## src/rtl/vdp_super_vram_arbiter.sv

```systemverilog
`default_nettype none
// ============================================================================
// Module      : vdp_super_vram_arbiter
// Description : Slot scheduler for the shared 32-bit super-res VRAM port.
//               Slot 0 of every 4-clock group may be owned by the display
//               fetch; every other slot is shared round-robin between the
//               CPU byte port and the 32-bit command engine. Reads are tagged
//               and their data is returned LATENCY clocks after address issue.
// Revision    : 1.0 - initial release
// ============================================================================
module vdp_super_vram_arbiter #(
  parameter int LATENCY = 3,
  parameter int ADDR_W  = 18
) (
  input  logic              clk,
  input  logic              reset_n,
  input  logic              vdp_super,
  input  logic [9:0]        cx,
  input  logic              display_fetch_active,
  input  logic [ADDR_W-1:0] display_addr,
  output logic [31:0]       vrm_32,
  input  logic              cpu_req,
  input  logic              cpu_we,
  input  logic [ADDR_W+1:0] cpu_addr,
  input  logic [7:0]        cpu_wdata,
  output logic              cpu_ack,
  output logic [7:0]        cpu_rdata,
  output logic              cpu_rvalid,
  input  logic              cmd_req,
  input  logic              cmd_we,
  input  logic [ADDR_W-1:0] cmd_addr,
  input  logic [31:0]       cmd_wdata,
  input  logic [3:0]        cmd_be,
  output logic              cmd_ack,
  output logic [31:0]       cmd_rdata,
  output logic              cmd_rvalid,
  output logic [ADDR_W-1:0] vram_addr,
  output logic              vram_we,
  output logic [31:0]       vram_wdata,
  output logic [3:0]        vram_be,
  input  logic [31:0]       vram_rd
);

  typedef enum logic [1:0] {
    OWN_NONE = 2'd0,
    OWN_DISP = 2'd1,
    OWN_CPU  = 2'd2,
    OWN_CMD  = 2'd3
  } owner_t;

  typedef enum logic {
    RR_CPU = 1'b0,
    RR_CMD = 1'b1
  } rr_t;

  typedef struct packed {
    owner_t     owner;
    logic [1:0] lane;
  } tag_t;

  rr_t                   rr_ptr;
  tag_t [LATENCY-1:0]    tag_pipe;
  tag_t                  issue_tag;
  tag_t                  ret_tag;
  logic                  disp_slot;
  logic                  contended;
  logic                  cpu_win;
  logic                  cmd_win;
  logic [ADDR_W-1:0]     next_addr;
  logic                  next_we;
  logic [31:0]           next_wdata;
  logic [3:0]            next_be;

  // Only the slot number (cx[1:0]) matters; the rest of the counter is ignored.
  logic unused_cx;
  assign unused_cx = ^cx[9:2];

  // Slot ownership and round-robin winner selection.
  always_comb begin
    disp_slot = vdp_super && display_fetch_active && (cx[1:0] == 2'd0);
    contended = !disp_slot && cpu_req && cmd_req;
    cpu_win   = !disp_slot && cpu_req && (!cmd_req || (rr_ptr == RR_CPU));
    cmd_win   = !disp_slot && cmd_req && !cpu_win;
  end

  // Grant pulses coincide with the edge that loads the vram_* registers.
  assign cpu_ack = reset_n & cpu_win;
  assign cmd_ack = reset_n & cmd_win;

  // Next VRAM command and the tag that accompanies a read into the pipeline.
  always_comb begin
    next_addr  = vram_addr;
    next_we    = 1'b0;
    next_wdata = vram_wdata;
    next_be    = vram_be;
    issue_tag  = '{owner: OWN_NONE, lane: 2'b00};
    if (disp_slot) begin
      next_addr = display_addr;
      next_be   = 4'hF;
      issue_tag = '{owner: OWN_DISP, lane: 2'b00};
    end else if (cpu_win) begin
      next_addr = cpu_addr[ADDR_W+1:2];
      if (cpu_we) begin
        next_we    = 1'b1;
        next_wdata = {4{cpu_wdata}};
        next_be    = 4'b0001 << cpu_addr[1:0];
      end else begin
        next_be   = 4'hF;
        issue_tag = '{owner: OWN_CPU, lane: cpu_addr[1:0]};
      end
    end else if (cmd_win) begin
      next_addr = cmd_addr;
      if (cmd_we) begin
        // A write with no byte enabled is acknowledged but never strobed.
        next_we    = |cmd_be;
        next_wdata = cmd_wdata;
        next_be    = cmd_be;
      end else begin
        next_be   = 4'hF;
        issue_tag = '{owner: OWN_CMD, lane: 2'b00};
      end
    end
  end

  // Registered VRAM port.
  always_ff @(posedge clk or negedge reset_n) begin
    if (!reset_n) begin
      vram_addr  <= '0;
      vram_we    <= 1'b0;
      vram_wdata <= '0;
      vram_be    <= '0;
    end else begin
      vram_addr  <= next_addr;
      vram_we    <= next_we;
      vram_wdata <= next_wdata;
      vram_be    <= next_be;
    end
  end

  // Round-robin pointer moves to the loser only when both ports competed.
  always_ff @(posedge clk or negedge reset_n) begin
    if (!reset_n) begin
      rr_ptr <= RR_CPU;
    end else if (contended) begin
      rr_ptr <= cpu_win ? RR_CMD : RR_CPU;
    end
  end

  // Tag shift register; reset discards every in-flight read.
  always_ff @(posedge clk or negedge reset_n) begin
    if (!reset_n) begin
      tag_pipe <= '0;
    end else begin
      tag_pipe[0] <= issue_tag;
      for (int s = 1; s < LATENCY; s++) begin
        tag_pipe[s] <= tag_pipe[s-1];
      end
    end
  end

  assign ret_tag = tag_pipe[LATENCY-1];

  // Read-data return, steered by the tag leaving the last pipeline stage.
  always_ff @(posedge clk or negedge reset_n) begin
    if (!reset_n) begin
      vrm_32     <= '0;
      cpu_rdata  <= '0;
      cpu_rvalid <= 1'b0;
      cmd_rdata  <= '0;
      cmd_rvalid <= 1'b0;
    end else begin
      cpu_rvalid <= (ret_tag.owner == OWN_CPU);
      cmd_rvalid <= (ret_tag.owner == OWN_CMD);
      if (ret_tag.owner == OWN_DISP) begin
        vrm_32 <= vram_rd;
      end
      if (ret_tag.owner == OWN_CPU) begin
        cpu_rdata <= vram_rd[{ret_tag.lane, 3'b000} +: 8];
      end
      if (ret_tag.owner == OWN_CMD) begin
        cmd_rdata <= vram_rd;
      end
    end
  end

endmodule
`default_nettype wire

```

## config.mk

```make
export PLATFORM = sky130hd
export DESIGN_NAME = vdp_super_vram_arbiter
export DESIGN_NICKNAME = d
export VERILOG_FILES = /design/src/rtl/vdp_super_vram_arbiter.sv
export SDC_FILE = /design/constraint.sdc
export NUM_CORES = 1
export LEC_CHECK = 0
export ABC_AREA = 0
export BUFFER_PORTS_ARGS = -buffer_cell sky130_fd_sc_hd__clkbuf_2
export CAP_MARGIN = 20
export CORE_UTILIZATION = 43
export CTS_CLUSTER_DIAMETER = 200
export DETAILED_ROUTE_END_ITERATION = 8
export PLACE_DENSITY = 0.88
export SETUP_SLACK_MARGIN = 0.05
export SLEW_MARGIN = 20
export SYNTH_ARGS = -nofsm -noshare
export SYNTH_HDL_FRONTEND = slang
export SYNTH_SLANG_ARGS = --single-unit
```

## constraint.sdc

```tcl
create_clock -name clk -period 1.3 [get_ports clk]
set_input_delay 0.065 -clock clk [delete_from_list [all_inputs] [get_ports clk]]
set_output_delay 0.065 -clock clk [all_outputs]
set_load 0.1 [all_outputs]
```

==> report_table.html, run 1 <==
<table>
<tr><th>Metric</th><th>Value</th></tr>
<tr><th colspan="2">Run status</th></tr>
<tr><td>Status</td><td>finished, violations left</td></tr>
<tr><td>Violated checks</td><td>negative setup slack</td></tr>
<tr><th colspan="2">Hold path</th></tr>
<tr><td>Cell depth of the worst min-delay path</td><td>4</td></tr>
<tr><td>Hold worst-path end</td><td>vram_addr[14]$_DFFE_PN0P_</td></tr>
<tr><td>Source of the worst hold timing path</td><td>cpu_addr[16]</td></tr>
<tr><td>Class of the tightest hold or removal check</td><td>in -&gt; reg</td></tr>
<tr><th colspan="2">Die</th></tr>
<tr><td>Starting density of the core</td><td>approximately 44%</td></tr>
<tr><td>Num rows</td><td>43</td></tr>
<tr><td>Die width</td><td>around 120 um</td></tr>
<tr><td>I/O pin count</td><td>between 200 and 300</td></tr>
<tr><td>Placeable core region</td><td>approximately 14000 sq um</td></tr>
<tr><td>Overall die height</td><td>122 um</td></tr>
<tr><td>Area enclosed by the die boundary</td><td>approximately 15000 sq um</td></tr>
<tr><th colspan="2">STA</th></tr>
<tr><td>Final cycle utilization of the critical path</td><td>148%</td></tr>
<tr><td>Unrepaired setup endpoints after global routing</td><td>yes</td></tr>
<tr><td>Hold slack final</td><td>~0.018 ns</td></tr>
<tr><td>Time the worst path needs with I/O delays and setup</td><td>just under 2 ns</td></tr>
<tr><td>Post-layout worst setup margin</td><td>-0.624 ns</td></tr>
<tr><td>Final hold viol count</td><td>0</td></tr>
<tr><td>Worst slew pin tran</td><td>approximately 0.79 ns</td></tr>
<tr><td>Slew headroom</td><td>between 40% and 50%</td></tr>
<tr><td>Worst clock skew on the final layout</td><td>around 0.01 ns</td></tr>
<tr><td>Number of endpoints failing setup at the final stage</td><td>67</td></tr>
<tr><td>Fmax</td><td>around 520 MHz</td></tr>
<tr><td>Pins Over Slew Limit</td><td>0</td></tr>
<tr><th colspan="2">Logic synthesis</th></tr>
<tr><td>Synth Warn #</td><td>0</td></tr>
<tr><td>List of most frequent post-synthesis cells</td><td>dfrtp_1, mux2_2, nand2_1, inv_1, a21oi_1</td></tr>
<tr><td>Register bit count reported by yosys</td><td>roughly 140</td></tr>
<tr><td>Share of flip-flops with an asynchronous set or reset</td><td>100%</td></tr>
<tr><td>Synthesized instance count</td><td>between 500 and 600</td></tr>
<tr><td>Top flip-flop cell by instance count after synthesis</td><td>dfrtp_1</td></tr>
<tr><td>Part of the Yosys area used for sequential elements</td><td>between 50% and 60%</td></tr>
<tr><td>Cell type contributing the most total cell area after synthesis</td><td>dfrtp_1</td></tr>
<tr><td>Total standard cell area after synthesis</td><td>a little over 6000 sq um</td></tr>
<tr><td>Number of nets produced by synthesis</td><td>659</td></tr>
<tr><td>Number of synthesized flops with an enable pin</td><td>0</td></tr>
<tr><td>Area fraction of the dominant cell type after synthesis</td><td>between 50% and 60%</td></tr>
<tr><td>Avg Cell Area, Syn</td><td>12.2 sq um</td></tr>
<tr><td>Biggest area contributors in the synthesized netlist</td><td>dfrtp_1, mux2_2, mux2i_1, nand2_1, a21oi_1</td></tr>
<tr><td>Synth unique cells</td><td>36</td></tr>
<tr><td>Most common cell in the synthesized netlist</td><td>dfrtp_1</td></tr>
<tr><th colspan="2">Global routing</th></tr>
<tr><td>Via count of the first global-routing pass</td><td>6695</td></tr>
<tr><td>Sum of overflow across all layers after global routing</td><td>0</td></tr>
<tr><td>GR Util All Layers</td><td>33.9%</td></tr>
<tr><td>Pin count of the biggest net entering global routing</td><td>50</td></tr>
<tr><td>Global-route wire length before repair</td><td>between 30000 and 40000 um</td></tr>
<tr><td>Antenna violations before repair</td><td>1</td></tr>
<tr><th colspan="2">Critical path</th></tr>
<tr><td>Critical path fanouts, max</td><td>8</td></tr>
<tr><td>Cells on worst reg2reg path</td><td>8</td></tr>
<tr><td>Type of element launching the critical path</td><td>flop</td></tr>
<tr><td>Worst endpoint data arrival time</td><td>~2.2 ns</td></tr>
<tr><td>Required time at the endpoint of the critical path</td><td>1.59 ns</td></tr>
<tr><td>Category of the worst setup path capture point</td><td>flop</td></tr>
<tr><td>Crit Path Class</td><td>reg -&gt; reg</td></tr>
<tr><td>Reg-to-reg setup timing slack</td><td>-0.62 ns</td></tr>
<tr><td>Crit Reg-Reg Startpoint</td><td>rr_ptr$_DFFE_PN0P_</td></tr>
<tr><td>Endpoint of the worst register-to-register path</td><td>vram_wdata[22]$_DFFE_PN0P_</td></tr>
<tr><th colspan="2">Drt</th></tr>
<tr><td>First DRT Iteration DRCs</td><td>593</td></tr>
<tr><td>DR WL/cell</td><td>around 25 um</td></tr>
<tr><td>Post-route ant nets</td><td>0</td></tr>
<tr><td>Sum of routed wire length over all layers</td><td>approximately 28000 um</td></tr>
<tr><td>DR vias/cell</td><td>roughly 5.8</td></tr>
<tr><td>Pre-Repair DR Iteration Count</td><td>5</td></tr>
<tr><td>Overall via count from detail_route</td><td>6545</td></tr>
<tr><td>DRC violation count after routing</td><td>0</td></tr>
<tr><th colspan="2">Power</th></tr>
<tr><td>P per Cell Area</td><td>roughly 3000 nW/um^2</td></tr>
<tr><td>Worst VDD drop</td><td>0.00168 V</td></tr>
<tr><td>Post-layout total power</td><td>around 33 mW</td></tr>
<tr><td>Leakage Power</td><td>around 5.3 nW</td></tr>
<tr><th colspan="2">Layout</th></tr>
<tr><td>Area of combinational cells with multiple inputs</td><td>2930 sq um</td></tr>
<tr><td>Reg area</td><td>approximately 3600 sq um</td></tr>
<tr><td>Share of post-route cells with drive strength above 1</td><td>between 60% and 70%</td></tr>
<tr><td>Layout net count</td><td>~1.1k</td></tr>
<tr><td>Filler Cell Count</td><td>680</td></tr>
<tr><td>Layout overhead on the synthesized area</td><td>78.9%</td></tr>
<tr><th colspan="2">Clock network</th></tr>
<tr><td>Clock insertion delay at the later pin of the skew report</td><td>0.42 ns</td></tr>
<tr><td>Num CTS Buffers</td><td>17</td></tr>
<tr><td>Count of clock tree sinks</td><td>about 140</td></tr>
<tr><td>Clock tree root driver cell</td><td>clkbuf_16</td></tr>
<tr><td>Max clock buf depth</td><td>2</td></tr>
<tr><td>Clk pin slew, worst setup/hold paths</td><td>0.07 ns</td></tr>
<tr><td>CTS H-Tree Depth</td><td>4</td></tr>
<tr><td>TritonCTS clock tree</td><td>done</td></tr>
<tr><th colspan="2">Placed design</th></tr>
<tr><td>Port Buf Inserts</td><td>about 270</td></tr>
<tr><td>Final Wtd Congestion</td><td>0.900</td></tr>
<tr><td>HPWL after detailed placement</td><td>about 13000 um</td></tr>
<tr><td>Post-placement setup slack</td><td>-0.203 ns</td></tr>
<tr><th colspan="2">Job</th></tr>
<tr><td>Maximum capacitance violations</td><td>0</td></tr>
</table>
how the worst max path moves through the flow:
stage                  startpoint                    endpoint  depth (start not counted)
4_1_cts        rr_ptr$_DFFE_PN0P_                     cmd_ack                          6
6_report       rr_ptr$_DFFE_PN0P_  vram_wdata[22]$_DFFE_PN0P_                          8
3_5_place_dp   rr_ptr$_DFFE_PN0P_  vram_wdata[11]$_DFFE_PN0P_                          6
5_1_grt        rr_ptr$_DFFE_PN0P_  vram_wdata[22]$_DFFE_PN0P_                          8
3_3_place_gp   rr_ptr$_DFFE_PN0P_   vram_wdata[4]$_DFFE_PN0P_                          6
2_1_floorplan  rr_ptr$_DFFE_PN0P_                     cmd_ack                          3
flip-flops by register name (all words and copies together) (netlist names):
register	count
vram_we	1
cpu_rdata	8
rr_ptr	1
cpu_rvalid	1
vrm_32	32
cmd_rdata	32
vram_addr	18
tag_pipe	8
ret_tag	4
cmd_rvalid	1
vram_be	4
vram_wdata	32
power by group:
part	switching, mW	internal, mW
Combinational	15.3	4.85
Sequential	1.24	6.26
Clock	2.01	3.14
worst max-delay path, stage by stage (launching register included):
cell      delay [ns]
dfrtp_1         0.44
a21boi_2        0.20
buf_4           0.14
a32oi_2         0.07
nor2_4          0.18
buf_6           0.13
buf_6           0.10
buf_16          0.14
mux2i_1         0.38
metal layers:
| metal | GRT usage (%) | vias to the layer above | share of wire [%] |
|---|---|---|---|
| met5 | 0 | - | 0 |
| met1 | 37.4 | 3167 | 34 |
| li1 | - | 2617 | - |
| met4 | 24.2 | 0 | 7.7 |
| met2 | 56.8 | 572 | 48 |
| met3 | 8.47 | 189 | 9.8 |
cells in the final DEF (no fill, tap or decap), types with 4 or more instances in the layout:
cell type	netlist	final
and3_2	0	4
dfrtp_1	142	76
nand2_2	1	10
inv_1	37	37
nand2_1	57	39
a21oi_2	0	8
dlygate4sd3_1	0	103
mux2i_2	0	4
o21ai_2	0	15
clkbuf_2	0	140
clkbuf_4	0	104
and3_1	28	4
and3_4	0	20
mux4_2	8	8
clkbuf_16	0	20
buf_12	0	15
o32a_1	4	4
nor3b_2	0	4
buf_4	3	43
mux2_4	0	41
dfrtp_2	0	66
mux2i_1	32	24
buf_6	7	15
o21ai_0	19	18
mux2i_4	0	4
o21ai_1	18	4
nand2_4	0	7
a21oi_1	36	28
mux2_2	72	31
buf_8	0	4
stage by stage:
stage	instances	cell area [sq um]	utilization, %	TNS (ns)
2_1_floorplan	509	6340	-	-2.03
3_3_place_gp	961	8130	58.1	-4.18
3_5_place_dp	961	8130	58.1	-6.75
4_1_cts	1120	10600	75.9	-16.10
5_1_grt	1124	11100	79.2	-23.70
6_report	1124	11100	79.2	-19.68
repair_timing:
action                                  CTS  global route
endpoints found under the setup margin  175           129
hold buffers                            103             0
setup buffers                            16             5
gates cloned                              8             4
hold endpoints to repair                259             0
pin swaps                                35            26
gates resized for setup                 163           124
kinds of logic after synthesis:
| group | count (synthesis) | synth area share, % |
|---|---|---|
| flops | 142 | 57.4 |
| mux | 112 | 21.2 |
| simple gates | 104 | 8.61 |
| compound gates | 83 | 7.42 |
| buf+inv | 67 | 5.25 |
| xor+xnor | 1 | 0.141 |
layout make-up:
cell class | instances | share of cell area (%)
clock buffers | 20 | 4.12
clock inverters | 12 | 1.44
well taps | 180 | 2.03
multi-input cells | 301 | 26.5
diodes | 2 | 0.0452
inverters | 37 | 1.25
repair buffers | 430 | 31.8
flip-flops and latches | 142 | 32.8
Note: power is estimated with default switching activity, not from simulation.
==> run 2: changes to the inputs <==
SETUP_SLACK_MARGIN = unset   (was 0.05)
==> report_table.html, run 2 (synthesized netlist as in run 1, its figures left out) <==
<table>
<tr><th>Metric</th><th>Value</th></tr>
<tr><th colspan="2">Run status</th></tr>
<tr><td>Status</td><td>finished, violations left</td></tr>
<tr><td>Violated checks</td><td>negative setup slack</td></tr>
<tr><th colspan="2">Die</th></tr>
<tr><td>Starting density of the core</td><td>44.3% (unchanged)</td></tr>
<tr><td>Area enclosed by the die boundary</td><td>14900 sq um (unchanged)</td></tr>
<tr><td>Num rows</td><td>43 (unchanged)</td></tr>
<tr><td>Die width</td><td>122 um (unchanged)</td></tr>
<tr><td>Overall die height</td><td>122 um (unchanged)</td></tr>
<tr><td>I/O pin count</td><td>281 (unchanged)</td></tr>
<tr><td>Placeable core region</td><td>14000 sq um (unchanged)</td></tr>
<tr><th colspan="2">STA</th></tr>
<tr><td>Final hold viol count</td><td>0 (unchanged)</td></tr>
<tr><td>Pins Over Slew Limit</td><td>0 (unchanged)</td></tr>
<tr><td>Setup TNS Final</td><td>-21.36 ns (-1.67 ns)</td></tr>
<tr><td>Hold slack final</td><td>0.0188 ns (+0.000680 ns)</td></tr>
<tr><td>Post-layout worst setup margin</td><td>-0.433 ns (+0.190 ns)</td></tr>
<tr><td>Worst slew pin tran</td><td>0.809 ns (+0.0195 ns)</td></tr>
<tr><td>Worst clock skew on the final layout</td><td>0.0149 ns (+0.00473 ns)</td></tr>
<tr><td>Unrepaired setup endpoints after global routing</td><td>yes</td></tr>
<tr><td>Time the worst path needs with I/O delays and setup</td><td>1.73 ns (-0.190 ns)</td></tr>
<tr><td>Slew headroom</td><td>45.9% (-1.3 points)</td></tr>
<tr><td>Number of endpoints failing setup at the final stage</td><td>68 (+1.5%)</td></tr>
<tr><td>Fmax</td><td>577 MHz (+11%)</td></tr>
<tr><td>Final cycle utilization of the critical path</td><td>133% (-15 points)</td></tr>
<tr><th colspan="2">Critical path</th></tr>
<tr><td>Reg-to-reg setup timing slack</td><td>-0.43 ns (+0.19 ns)</td></tr>
<tr><td>Total number of cells along the worst setup path</td><td>6 (-2)</td></tr>
<tr><td>Type of element launching the critical path</td><td>flop</td></tr>
<tr><td>Worst path most repeated cell</td><td>buf_6</td></tr>
<tr><td>Worst endpoint data arrival time</td><td>1.67 ns (-0.54 ns)</td></tr>
<tr><td>Critical path fanouts, max</td><td>3 (-5)</td></tr>
<tr><td>Crit path largest cell delay</td><td>0.41 ns (-0.03 ns)</td></tr>
<tr><td>Category of the worst setup path capture point</td><td>output pin</td></tr>
<tr><td>CP max stage cell</td><td>dfrtp_1</td></tr>
<tr><td>Endpoint of the worst register-to-register path</td><td>vram_wdata[15]$_DFFE_PN0P_</td></tr>
<tr><td>Cells along the critical path</td><td>nand2b_4 -&gt; buf_6 -&gt; nand2_4 -&gt; buf_6 -&gt; nor3b_4 -&gt; buf_12</td></tr>
<tr><td>Buffering stage count on the worst path with inverters included</td><td>3 (-1)</td></tr>
<tr><td>Required time at the endpoint of the critical path</td><td>1.24 ns (-0.35 ns)</td></tr>
<tr><td>Crit Path Class</td><td>reg -&gt; out</td></tr>
<tr><td>Cells on worst reg2reg path</td><td>7 (-1)</td></tr>
<tr><td>Largest delay share family, worst path</td><td>simple AND/OR/NAND/NOR gates</td></tr>
<tr><td>Crit Reg-Reg Startpoint</td><td>rr_ptr$_DFFE_PN0P_</td></tr>
<tr><th colspan="2">Hold path</th></tr>
<tr><td>Hold worst-path end</td><td>vram_addr[11]$_DFFE_PN0P_</td></tr>
<tr><td>Cell depth of the worst min-delay path</td><td>4 (unchanged)</td></tr>
<tr><td>Source of the worst hold timing path</td><td>cmd_addr[11]</td></tr>
<tr><td>Class of the tightest hold or removal check</td><td>in -&gt; reg</td></tr>
<tr><th colspan="2">Layout</th></tr>
<tr><td>Final core utilization</td><td>75.2% (-3.9 points)</td></tr>
<tr><td>Layout net count</td><td>1084 (+0.46%)</td></tr>
<tr><td>Share of post-route cells with drive strength above 1</td><td>50.3% (-13 points)</td></tr>
<tr><td>Inserted Diodes</td><td>0 (-2)</td></tr>
<tr><td>Biggest regs</td><td>cmd_rdata x32, vram_wdata x32, vrm_32 x32</td></tr>
<tr><td>Commonest cells after routing, fill and taps aside</td><td>clkbuf_2, dfrtp_1, dlygate4sd3_1</td></tr>
<tr><td>Layout overhead on the synthesized area</td><td>70.0%</td></tr>
<tr><td>Filler Cell Count</td><td>748 (+10%)</td></tr>
<tr><td>Most frequent standard cell in the layout excluding fill and tap cells</td><td>clkbuf_2</td></tr>
<tr><th colspan="2">Clock network</th></tr>
<tr><td>Num CTS Buffers</td><td>17 (unchanged)</td></tr>
<tr><td>TritonCTS clock tree</td><td>done</td></tr>
<tr><td>Clock insertion delay at the later pin of the skew report</td><td>0.43 ns (about the same)</td></tr>
<tr><td>Max clock buf depth</td><td>2 (unchanged)</td></tr>
<tr><td>CTS H-Tree Depth</td><td>4 (unchanged)</td></tr>
<tr><td>Clk pin slew, worst setup/hold paths</td><td>0.07 ns (about the same)</td></tr>
<tr><td>Clock tree root driver cell</td><td>clkbuf_16</td></tr>
<tr><td>Count of clock tree sinks</td><td>142 (unchanged)</td></tr>
<tr><th colspan="2">Placed design</th></tr>
<tr><td>HPWL after detailed placement</td><td>12200 um (-4.4%)</td></tr>
<tr><td>Final Wtd Congestion</td><td>0.842 (-6.4%)</td></tr>
<tr><td>Port Buf Inserts</td><td>272 (unchanged)</td></tr>
<tr><th colspan="2">Drt</th></tr>
<tr><td>DRC violation count after routing</td><td>0 (unchanged)</td></tr>
<tr><td>Sum of routed wire length over all layers</td><td>25800 um (-9.3%)</td></tr>
<tr><td>Overall via count from detail_route</td><td>6380 (-2.5%)</td></tr>
<tr><td>Pre-Repair DR Iteration Count</td><td>5 (unchanged)</td></tr>
<tr><td>DR vias/cell</td><td>5.67 (-2.7%)</td></tr>
<tr><td>First DRT Iteration DRCs</td><td>518 (-13%)</td></tr>
<tr><td>DR WL/cell</td><td>22.9 um (-9.5%)</td></tr>
<tr><td>Post-route ant nets</td><td>0 (unchanged)</td></tr>
<tr><th colspan="2">Global routing</th></tr>
<tr><td>Via count of the first global-routing pass</td><td>6422 (-4.1%)</td></tr>
<tr><td>Antenna violations before repair</td><td>0 (-1)</td></tr>
<tr><td>Pin count of the biggest net entering global routing</td><td>75 (+50%)</td></tr>
<tr><td>Global-route wire length before repair</td><td>34700 um (-6.5%)</td></tr>
<tr><td>Sum of overflow across all layers after global routing</td><td>0 (unchanged)</td></tr>
<tr><td>GR Util All Layers</td><td>31.7% (-2.2 points)</td></tr>
<tr><th colspan="2">Job</th></tr>
<tr><td>Maximum capacitance violations</td><td>0 (unchanged)</td></tr>
</table>
run 2: changes by cell type in the layout (fill, tap and decap cells not counted), sizes merged:
cell and change:
bufinv -1, clkbuf -6, clkinvlp +4, dlygate4sd3 +9, clkinv -2, diode -2
nand2 -1, buf +1
run 2: metal layers:
layer,vias up,part of all wire (%),global-route usage [%]
li1,2611,-,-
met1,3098,35,34.7
met2,532,49,53.8
met3,139,8.7,8.15
met4,0,7.0,21.8
met5,-,0,0
run 2: how the worst max path moves through the flow:
stage                                       to          startpoint  slack (ns)
floorplan                              cmd_ack  rr_ptr$_DFFE_PN0P_       -0.21
global placement        vram_be[1]$_DFFE_PN0P_  rr_ptr$_DFFE_PN0P_       -0.16
detailed placement  vram_wdata[21]$_DFFE_PN0P_  rr_ptr$_DFFE_PN0P_       -0.23
CTS                                    cmd_ack  rr_ptr$_DFFE_PN0P_       -0.41
global route                           cmd_ack  rr_ptr$_DFFE_PN0P_       -0.49
finish                                 cmd_ack  rr_ptr$_DFFE_PN0P_       -0.43
run 2: final cells by class:
| type | instances | area [sq um] | share of cell area [%] |
|---|---|---|---|
| clock buffers | 18 | 429 | 4.08 |
| multi-input cells | 300 | 2530 | 24.0 |
| flip-flops and latches | 142 | 3550 | 33.8 |
| inverters | 37 | 139 | 1.32 |
| clock inverters | 13 | 143 | 1.36 |
| well taps | 180 | 225 | 2.14 |
| repair buffers | 436 | 3510 | 33.3 |
run 2: metrics by stage:
stage / instance area [sq um] / instances / setup slack [ns]
floorplan: 6230 / 509 / -0.210
global route: 10500 / 1126 / -0.487
detailed placement: 8020 / 960 / -0.233
finish: 10500 / 1126 / -0.433
global placement: 8020 / 960 / -0.163
CTS: 10300 / 1119 / -0.408
run 2: what timing repair did:
action,4_1_cts,5_1_grt
setup endpoints to repair,148,92
buffers inserted,11,10
hold endpoints to repair,260,0
hold buffers,113,0
pin swaps,3,15
gates cloned,4,2
resized for setup,120,73
run 2: tightest hold or removal path, cell delays in order:
cell and delay (ns):
clkbuf_2 0.08, nand2_1 0.04, and3_1 0.14, o21ai_1 0.07
Power of run 2 is left out: the tool's default activity adds up to more than one toggle a clock period on the data nets, which glitch-free logic cannot reach.
